<file path="config.mk">
export PLATFORM = sky130hd
export DESIGN_NAME = miner_job_scheduler
export DESIGN_NICKNAME = d
export VERILOG_FILES = /design/src/rtl/miner_job_scheduler_pkg.sv /design/src/rtl/miner_job_scheduler_ticket_fifo.sv /design/src/rtl/miner_job_scheduler.sv
export SDC_FILE = /design/constraint.sdc
export NUM_CORES = 2
export LEC_CHECK = 0
export CAP_MARGIN = 10
export CORE_ASPECT_RATIO = 0.8
export CORE_MARGIN = 5
export CORE_UTILIZATION = 30
export DETAILED_ROUTE_END_ITERATION = 12
export PLACE_DENSITY_LB_ADDON = 0.15
export SLEW_MARGIN = 20
export SYNTH_ARGS = -nofsm -noshare
export SYNTH_HDL_FRONTEND = slang
export SYNTH_SLANG_ARGS = --single-unit
</file>
<file path="constraint.sdc">
create_clock -name hash_clk -period 50.6 [get_ports hash_clk]
set_input_delay 12.65 -clock hash_clk [delete_from_list [all_inputs] [get_ports hash_clk]]
set_output_delay 12.65 -clock hash_clk [all_outputs]
set_load 0.05 [all_outputs]
</file>
<file path="src/rtl/miner_job_scheduler_pkg.sv">
// Shared types and widths for the miner job scheduler.
package miner_sched_pkg;

    localparam int MIDSTATE_W = 256;
    localparam int DATA_W     = 96;
    localparam int NONCE_W    = 32;

    typedef enum logic [1:0] {
        ST_IDLE,
        ST_START,
        ST_RUN,
        ST_DRAIN
    } sched_state_t;

    typedef struct packed {
        logic [MIDSTATE_W-1:0] midstate;
        logic [DATA_W-1:0]     data;
        logic [NONCE_W-1:0]    nonce_min;
        logic [NONCE_W-1:0]    nonce_max;
    } job_t;

endpackage

</file>
<file path="src/rtl/miner_job_scheduler_ticket_fifo.sv">
// Small synchronous FIFO for golden-nonce tickets. The head is read from
// registered storage and forced to zero while empty.
module ticket_fifo #(
    parameter int DEPTH = 4,
    parameter int WIDTH = 32
) (
    input  logic             clk,
    input  logic             rst,
    input  logic             push,
    input  logic             pop,
    input  logic [WIDTH-1:0] din,
    output logic [WIDTH-1:0] dout,
    output logic             full,
    output logic             empty
);

    localparam int AW = $clog2(DEPTH);

    logic [WIDTH-1:0] mem [DEPTH];
    logic [AW-1:0]    wr_ptr;
    logic [AW-1:0]    rd_ptr;
    logic [AW:0]      count;
    logic             do_push;
    logic             do_pop;

    assign full    = (count == (AW+1)'(DEPTH));
    assign empty   = (count == '0);
    assign do_pop  = pop && !empty;
    // A simultaneous pop frees a slot, so a push is accepted even when full.
    assign do_push = push && (!full || do_pop);
    assign dout    = empty ? '0 : mem[rd_ptr];

    // Storage, pointers and fill count.
    always_ff @(posedge clk or posedge rst) begin
        if (rst) begin
            for (int unsigned i = 0; i < DEPTH; i++) begin
                mem[AW'(i)] <= '0;
            end
            wr_ptr <= '0;
            rd_ptr <= '0;
            count  <= '0;
        end else begin
            if (do_push) begin
                mem[wr_ptr] <= din;
                wr_ptr      <= wr_ptr + AW'(1);
            end
            if (do_pop) begin
                rd_ptr <= rd_ptr + AW'(1);
            end
            unique case ({do_push, do_pop})
                2'b10:   count <= count + (AW+1)'(1);
                2'b01:   count <= count - (AW+1)'(1);
                default: count <= count;
            endcase
        end
    end

endmodule

</file>
<file path="src/rtl/miner_job_scheduler.sv">
// Job sequencer between the command block and the SHA-256 core: one pending
// job slot, a START/RUN/DRAIN sequence per job, and a golden-nonce FIFO.
// Optional feature macro: JOB_SCHED_ABORT_ON_TICKET_EN (a ticket seen in RUN
// ends the search and moves straight to DRAIN).
module miner_job_scheduler
    import miner_sched_pkg::*;
#(
    parameter int LOOP_LOG2    = 5,
    parameter int DRAIN_CYCLES = 136,
    parameter int TICKET_DEPTH = 4
) (
    input  logic                  hash_clk,
    input  logic                  reset,
    input  logic                  job_valid,
    output logic                  job_ready,
    input  logic [MIDSTATE_W-1:0] job_midstate,
    input  logic [DATA_W-1:0]     job_data,
    input  logic [NONCE_W-1:0]    job_nonce_min,
    input  logic [NONCE_W-1:0]    job_nonce_max,
    output logic [MIDSTATE_W-1:0] core_midstate,
    output logic [DATA_W-1:0]     core_data,
    output logic [NONCE_W-1:0]    core_nonce_min,
    output logic [NONCE_W-1:0]    core_nonce_max,
    output logic                  core_start,
    input  logic                  core_golden,
    input  logic [NONCE_W-1:0]    core_golden_nonce,
    output logic                  ticket_valid,
    output logic [NONCE_W-1:0]    ticket_nonce,
    input  logic                  ticket_ready,
    output logic                  busy,
    output logic                  job_done,
    output logic                  ticket_drop
);

    localparam int DW = $clog2(DRAIN_CYCLES + 1);

    sched_state_t          state;
    sched_state_t          next_state;
    job_t                  pend;
    job_t                  core_job;
    logic                  pend_valid;
    logic [NONCE_W-1:0]    nonce_cur;
    logic [LOOP_LOG2-1:0]  step_cnt;
    logic [DW-1:0]         drain_cnt;

    logic                  accept;
    logic                  range_ok;
    logic                  step_wrap;
    logic                  last_nonce;
    logic                  drain_last;
    logic                  golden_live;
    logic                  ticket_pop;
    logic                  fifo_full;
    logic                  fifo_empty;
    logic                  abort_hit;

    assign job_ready   = !pend_valid;
    assign accept      = job_valid && !pend_valid;
    assign range_ok    = (core_job.nonce_min <= core_job.nonce_max);
    assign step_wrap   = (step_cnt == '1);
    assign last_nonce  = (nonce_cur == core_job.nonce_max);
    assign drain_last  = (drain_cnt == DW'(1));
    assign golden_live = core_golden && ((state == ST_RUN) || (state == ST_DRAIN));
    assign ticket_valid = !fifo_empty;
    assign ticket_pop  = ticket_valid && ticket_ready;

`ifdef JOB_SCHED_ABORT_ON_TICKET_EN
    assign abort_hit = core_golden && (state == ST_RUN);
`else
    assign abort_hit = 1'b0;
`endif

    assign core_midstate  = core_job.midstate;
    assign core_data      = core_job.data;
    assign core_nonce_min = core_job.nonce_min;
    assign core_nonce_max = core_job.nonce_max;

    // State register.
    always_ff @(posedge hash_clk or posedge reset) begin
        if (reset) begin
            state <= ST_IDLE;
        end else begin
            state <= next_state;
        end
    end

    // Next-state decode.
    always_comb begin
        next_state = state;
        unique case (state)
            ST_IDLE: begin
                if (pend_valid) next_state = ST_START;
            end
            ST_START: begin
                next_state = range_ok ? ST_RUN : ST_IDLE;
            end
            ST_RUN: begin
                if (abort_hit || (step_wrap && last_nonce)) next_state = ST_DRAIN;
            end
            ST_DRAIN: begin
                if (drain_last) next_state = pend_valid ? ST_START : ST_IDLE;
            end
            default: next_state = ST_IDLE;
        endcase
    end

    // Output decode from state.
    always_comb begin
        core_start = (state == ST_START);
        busy       = (state != ST_IDLE);
        job_done   = ((state == ST_START) && !range_ok) ||
                     ((state == ST_DRAIN) && drain_last);
    end

    // Pending slot and core job registers; the core copy is taken on the edge
    // into START so core_* already hold the new job while core_start is high.
    always_ff @(posedge hash_clk or posedge reset) begin
        if (reset) begin
            pend       <= '0;
            pend_valid <= 1'b0;
            core_job   <= '0;
        end else begin
            if (next_state == ST_START) begin
                core_job   <= pend;
                pend_valid <= 1'b0;
            end else if (accept) begin
                pend_valid <= 1'b1;
                pend       <= '{midstate:  job_midstate,
                                data:      job_data,
                                nonce_min: job_nonce_min,
                                nonce_max: job_nonce_max};
            end
        end
    end

    // Nonce progress and drain countdown.
    always_ff @(posedge hash_clk or posedge reset) begin
        if (reset) begin
            nonce_cur <= '0;
            step_cnt  <= '0;
            drain_cnt <= '0;
        end else begin
            if (next_state == ST_START) begin
                nonce_cur <= pend.nonce_min;
                step_cnt  <= '0;
            end else if (state == ST_RUN) begin
                step_cnt <= step_cnt + LOOP_LOG2'(1);
                // Compare before increment so a max of all-ones never wraps.
                if (step_wrap && !last_nonce) begin
                    nonce_cur <= nonce_cur + 32'd1;
                end
            end
            if ((state != ST_DRAIN) && (next_state == ST_DRAIN)) begin
                drain_cnt <= DW'(DRAIN_CYCLES);
            end else if (state == ST_DRAIN) begin
                drain_cnt <= drain_cnt - DW'(1);
            end
        end
    end

    // Sticky drop flag for tickets lost to a full FIFO.
    always_ff @(posedge hash_clk or posedge reset) begin
        if (reset) begin
            ticket_drop <= 1'b0;
        end else if (golden_live && fifo_full && !ticket_pop) begin
            ticket_drop <= 1'b1;
        end
    end

    ticket_fifo #(
        .DEPTH (TICKET_DEPTH),
        .WIDTH (NONCE_W)
    ) u_ticket_fifo (
        .clk   (hash_clk),
        .rst   (reset),
        .push  (golden_live),
        .pop   (ticket_ready),
        .din   (core_golden_nonce),
        .dout  (ticket_nonce),
        .full  (fifo_full),
        .empty (fifo_empty)
    );

endmodule

</file>
; After elaboration in Yosys (flattened, before gate mapping)
; Index checks and enable logic that the tools add are counted.
[classes]
n_addsub = 7
order_cmp = 4
bitwise_logic = 3
n_mux = 23
reduce_logical = 31
eq_ne = 12
[ops]
columns = cell, n
row1 = 32-bit 2-to-1 mux, 7
row2 = 128-bit bitwise mux, 1
row3 = 32-bit binary-select mux with 2-bit select, 1
row4 = 32-bit demux with 2-bit select, 1
row5 = 32-bit by 1-bit adder with 32-bit output (second input constant), 1
row6 = 32-bit equality test, 1
row7 = 32-bit less-or-equal comparator, 1
row8 = 8-bit 2-to-1 mux, 2
row9 = 1-bit logical AND, 12
row10 = 2-bit nonzero test, 6
row11 = 5-bit 2-to-1 mux, 2
row12 = 2-bit equality test (second input constant), 4
row13 = 8-bit by 1-bit equality test with 1-bit output (second input constant), 1
row14 = 2-bit 2-to-1 mux, 4
row15 = 2-bit one-hot mux with 4 select lines, 1
row16 = 8-bit by 1-bit subtractor with 8-bit output (second input constant), 1
row17 = 2-bit by 1-bit equality test with 1-bit output (second input constant), 3
row18 = 3-bit >= comparator (second input constant), 2
row19 = 1-bit logical NOT, 6
row20 = 2-bit NOT with 3-bit output, 2
row21 = 3-bit one-hot mux with 2 select lines, 1
row22 = 5-bit by 1-bit adder with 5-bit output (second input constant), 1
row23 = 5-bit equality test (second input constant), 1
row24 = 2-bit by 1-bit adder with 2-bit output (second input constant), 2
row25 = other kinds (11), 16
[word_totals]
in_bits = 453
output_inout_bits = 454
reg_bits = 1016
elab_cells = 101

; Depth between registers and ports, before layout
[depth]
depth_word = 7
ltp_mapped = 10
mapped_depth_nobuf = 9

; By module
; From an unflattened synthesis, not the netlist that was laid out.
[unflattened]
cells_unflattened = 3464
hier_area_um2 = 41005.6
[by_module_without_submodules]
columns = mod, area_each_um2, cells_each, instances, seq_area_each_um2
row1 = miner_job_scheduler, 34797.1, 3078, 1, 22046.1
row2 = ticket_fifo, 6208.5, 386, 1, 3378.2

; Least setup slack after synthesis
; No wires, ideal clock.
[synth_path]
kind = flip-flop to output port
start = reg core_job, in the netlist core_nonce_max[1]
end = out job_done
t_arrival_ps = 2223
path_slack_ps = 35727
stages_incl_launch_ff = 9
required_time_ps = 37950
path_cell_list = dfrtp_1 inv_1 ha_1 nor2b_1 o211ai_1 a2111oi_0 nor4_1 o2bb2ai_1 o211a_1
[synth_between]
elab_chain_cells = 4
[synth_lines]
columns = item, line
row1 = from (decl), miner_job_scheduler.sv:40  ; job_t core_job;
row2 = from (signal assigned), miner_job_scheduler.sv:124  ; core_job <= pend;
row3 = 32-bit less-or-equal comparator, miner_job_scheduler.sv:59  ; assign range_ok = (core_job.nonce_min <= core_job.nonce_max);
row4 = 1-bit logical NOT, miner_job_scheduler.sv:111  ; job_done = ((state == ST_START) && !range_ok) ||
row5 = 1-bit logical AND, miner_job_scheduler.sv:111
row6 = 1-bit logical OR, miner_job_scheduler.sv:111
row7 = to (decl), miner_job_scheduler.sv:31  ; output logic job_done,
; No other way between the ends.

; Final worst setup path
[layout_path]
start = reg core_job, in the netlist core_nonce_max[30]
end = out job_done
; Same word-level chain as after synthesis.

==> flow_metrics.tcl <==
set metrics [dict create \
    fin_util 0.409 \
    grt_pass1_vias 29200 \
    tns_ns 0 \
    tightest_slew_ns 1.15 \
    cp_max_fo 4 \
    ys_types 64 \
    synthToLayoutAreaGrowth_pct 36.1 \
    coreArea_um2 135000 \
    grt_max_degree 174 \
    cts_setup_buffers 0 \
    ys_ff_latch 1016 \
    cp-start-kind "flop" \
    drt-wirelength-per-cell_um 21.5 \
    cp.arrival_ns 3.92 \
    fin_cells 6200 \
    hold_buffers 0 \
    powerDensity_nw_per_um2 76.2 \
    wirelength_mm 133 \
    avgViaCountPerCell 4.51 \
    power.total_uw 4230 \
    antenna_found_initial 31 \
    syn_avg_cell_area_um2 11.9 \
    via_count 28000 \
    finalSetupViolCount 0 \
    cts_tree "done" \
    ir_drop_v 0.0000396 \
    critical_path_required_ns 37.95 \
    gp_congestion 0.806 \
    post-place-cells 5977 \
    clk_latency_ns 0.72 \
    clock_skew_ns 0.0301 \
    cts_resized 0 \
    fp-row-count 121 \
    period_share 0.327 \
    rsz0062_at_grt "no" \
    cellInternalPower_uw 2450 \
    synth_ff_type "dfrtp_1" \
    fmax_ghz 0.0604 \
    die_w_um 422 \
    yosysWarnings 0 \
    ant_nets 0 \
    drc_errors 0 \
    drive_above_1_share 0.186 \
    drt_first_pass_iters 5 \
    pin_count 907 \
    final_hold_viol_count 0 \
    design.die.area_um2 143000 \
    p_sw_uw 1780 \
    hpwl_mm 93.8 \
    initial_utilization 0.301 \
    port_buffers 906 \
    seq_power_share 0.343 \
    p_leak_uw 0.0249 \
    die_y_um 340 \
    report.final.slew_viol_count 0 \
    grt_usage 0.183 \
    fillers 13100 \
    holdPathStages 2 \
    clock-root-buffer "clkbuf_16" \
    gr-total-overflow 0 \
    cts_sinks 1016 \
    layout_commonest_cell "nand2_1" \
    synthCells 3434 \
    slew_headroom 0.236 \
    clockBufferDepth 3 \
    finalCriticalPeriod_ns 16.57 \
    p_clk_frac 0.199 \
    final_cell_mix "nand2_1, dfrtp_1, clkdlybuf4s50_1, mux2_2, clkbuf_16" \
    drtIter0Drc 1613 \
    yosysSeqAreaShare 0.624 \
    htree_num_levels 3 \
    hp-class "flop to flop" \
    netlist_area_um2 40700 \
    r2r.worst_path.cells 8 \
    maxCapViolCount 0 \
    syn-num-nets 3930 \
    worstSetupPathType "flop to output pin" \
    power_frac_comb 0.458 \
    p_sw_frac 0.421 \
    grt_pass1_wl_mm 199 \
    status "finished, final reports clean" \
    synthArstFlopShare 1.00 \
    final_nets 4804 \
    path_clk_slew_ns 0.06 \
    cp-end-kind "output pin" \
    synth_edf_count 0 \
    cts_buffers 111 \
]
[worst max-delay path, cell delays in order, from the launching register on]
cell and delay [ns]:
dfrtp_1 0.38, inv_1 0.08, ha_1 0.32, nand4_1 0.25, nor4_1 0.73, nand2_1 0.11
o2bb2ai_1 0.31, o211a_1 0.21, clkdlybuf4s50_1 0.81
[power groups by stage]
| stage | clock network (µW) | registers (µW) | logic, µW |
|---|---|---|---|
| 2_1_floorplan | 0 | 1920 | 810 |
| 3_3_place_gp | 0 | 1450 | 1950 |
| 3_5_place_dp | 0 | 1460 | 1970 |
| 4_1_cts | 868 | 1450 | 1970 |
| 5_1_grt | 899 | 1500 | 2070 |
| 6_report | 840 | 1450 | 1940 |
[layout make-up]
type / count / area (µm²) / share of cell area
Sequential cell: 1016 / 25400 / 0.458
Multi-Input combinational cell: 2190 / 14400 / 0.259
Timing Repair Buffer: 937 / 9380 / 0.169
Clock buffer: 176 / 3460 / 0.0625
Tap cell: 1783 / 2230 / 0.0402
Clock inverter: 27 / 322 / 0.00580
Inverter: 52 / 203 / 0.00365
Antenna cell: 19 / 47.5 / 0.000857
[sequential cells by signal, indices dropped and copies added (netlist names), 8 cells and up]
name               cells
core_data             96
core_midstate        256
core_nonce_max        32
core_nonce_min        32
drain_cnt              8
nonce_cur             32
pend                 416
u_ticket_fifo.mem    128
[per-stage QoR]
step | hold slack (ns) | worst slack, ns | cell area, µm²
floorplan | 0.435 | 9.36 | 40700
global placement | 0.441 | 33.93 | 51600
detailed placement | 0.446 | 33.91 | 51600
CTS | 0.453 | 33.93 | 55400
global route | 0.469 | 33.74 | 55400
finish | 0.453 | 34.03 | 55500
[worst paths after layout]
kind	to	startpoint	slack, ns
setup / recovery	job_done	core_nonce_max[30]$_DFFE_PP0P_	34.03
hold reg to reg	core_midstate[205]$_DFFE_PP0P_	pend[365]$_DFFE_PP0P_	0.45
setup reg to reg	core_midstate[115]$_DFFE_PP0P_	drain_cnt[3]$_DFFE_PP0P_	46.02
max in group asynchronous	u_ticket_fifo.wr_ptr[0]$_DFFE_PP0P_	reset	35.75
min in group asynchronous	pend[310]$_DFFE_PP0P_	reset	12.53
hold / removal	core_midstate[205]$_DFFE_PP0P_	pend[365]$_DFFE_PP0P_	0.45
[cell usage after synthesis, drive strengths merged, types with 2 or more instances]
cell	count	area [µm²]
o211ai	10	80.1
nand4	13	93.8
o2bb2ai	3	26.3
buf	83	425
ha	42	526
xnor2	6	52.6
clkbuf	93	349
or4	11	86.3
o311ai	11	96.4
a21oi	16	80.1
o21a	2	15.0
a221o	5	50.1
nand3	18	90.1
a31oi	6	37.5
or3	9	61.3
xor2	39	342
mux4	32	721
dfrtp	1016	25400
nor2	27	109
nor2b	3	18.8
nor3	6	41.3
and3	7	43.8
mux2i	6	60.1
mux2	550	6190
a21o	7	52.6
nand2	1224	4590
and2	35	219
or2	4	25.0
nand2b	3	18.8
nor3b	2	15.0
o31ai	11	82.6
inv	52	195
nor4	13	109
o21ai	56	292
[metal layers]
metal / routed length (µm) / GRT usage / part of all wire
met1: 53800 / 0.219 / 0.40
met2: 69200 / 0.324 / 0.52
met3: 7700 / 0.0529 / 0.058
met4: 2570 / 0.0445 / 0.019
met5: 67 / 0 / 0.00050
[cells by family (layout without fill, tap and decap cells)]
group,Yosys count,in the layout,synth area share
simple gates,1378,1378,0.136
flops,1016,1016,0.624
mux,588,588,0.171
buf+inv,228,1192,0.0238
compound gates,136,136,0.0217
xor+xnor,45,45,0.00967
fa+ha+maj,43,43,0.0134
other cells,0,19,0
Power figures use the tool's default switching activity.
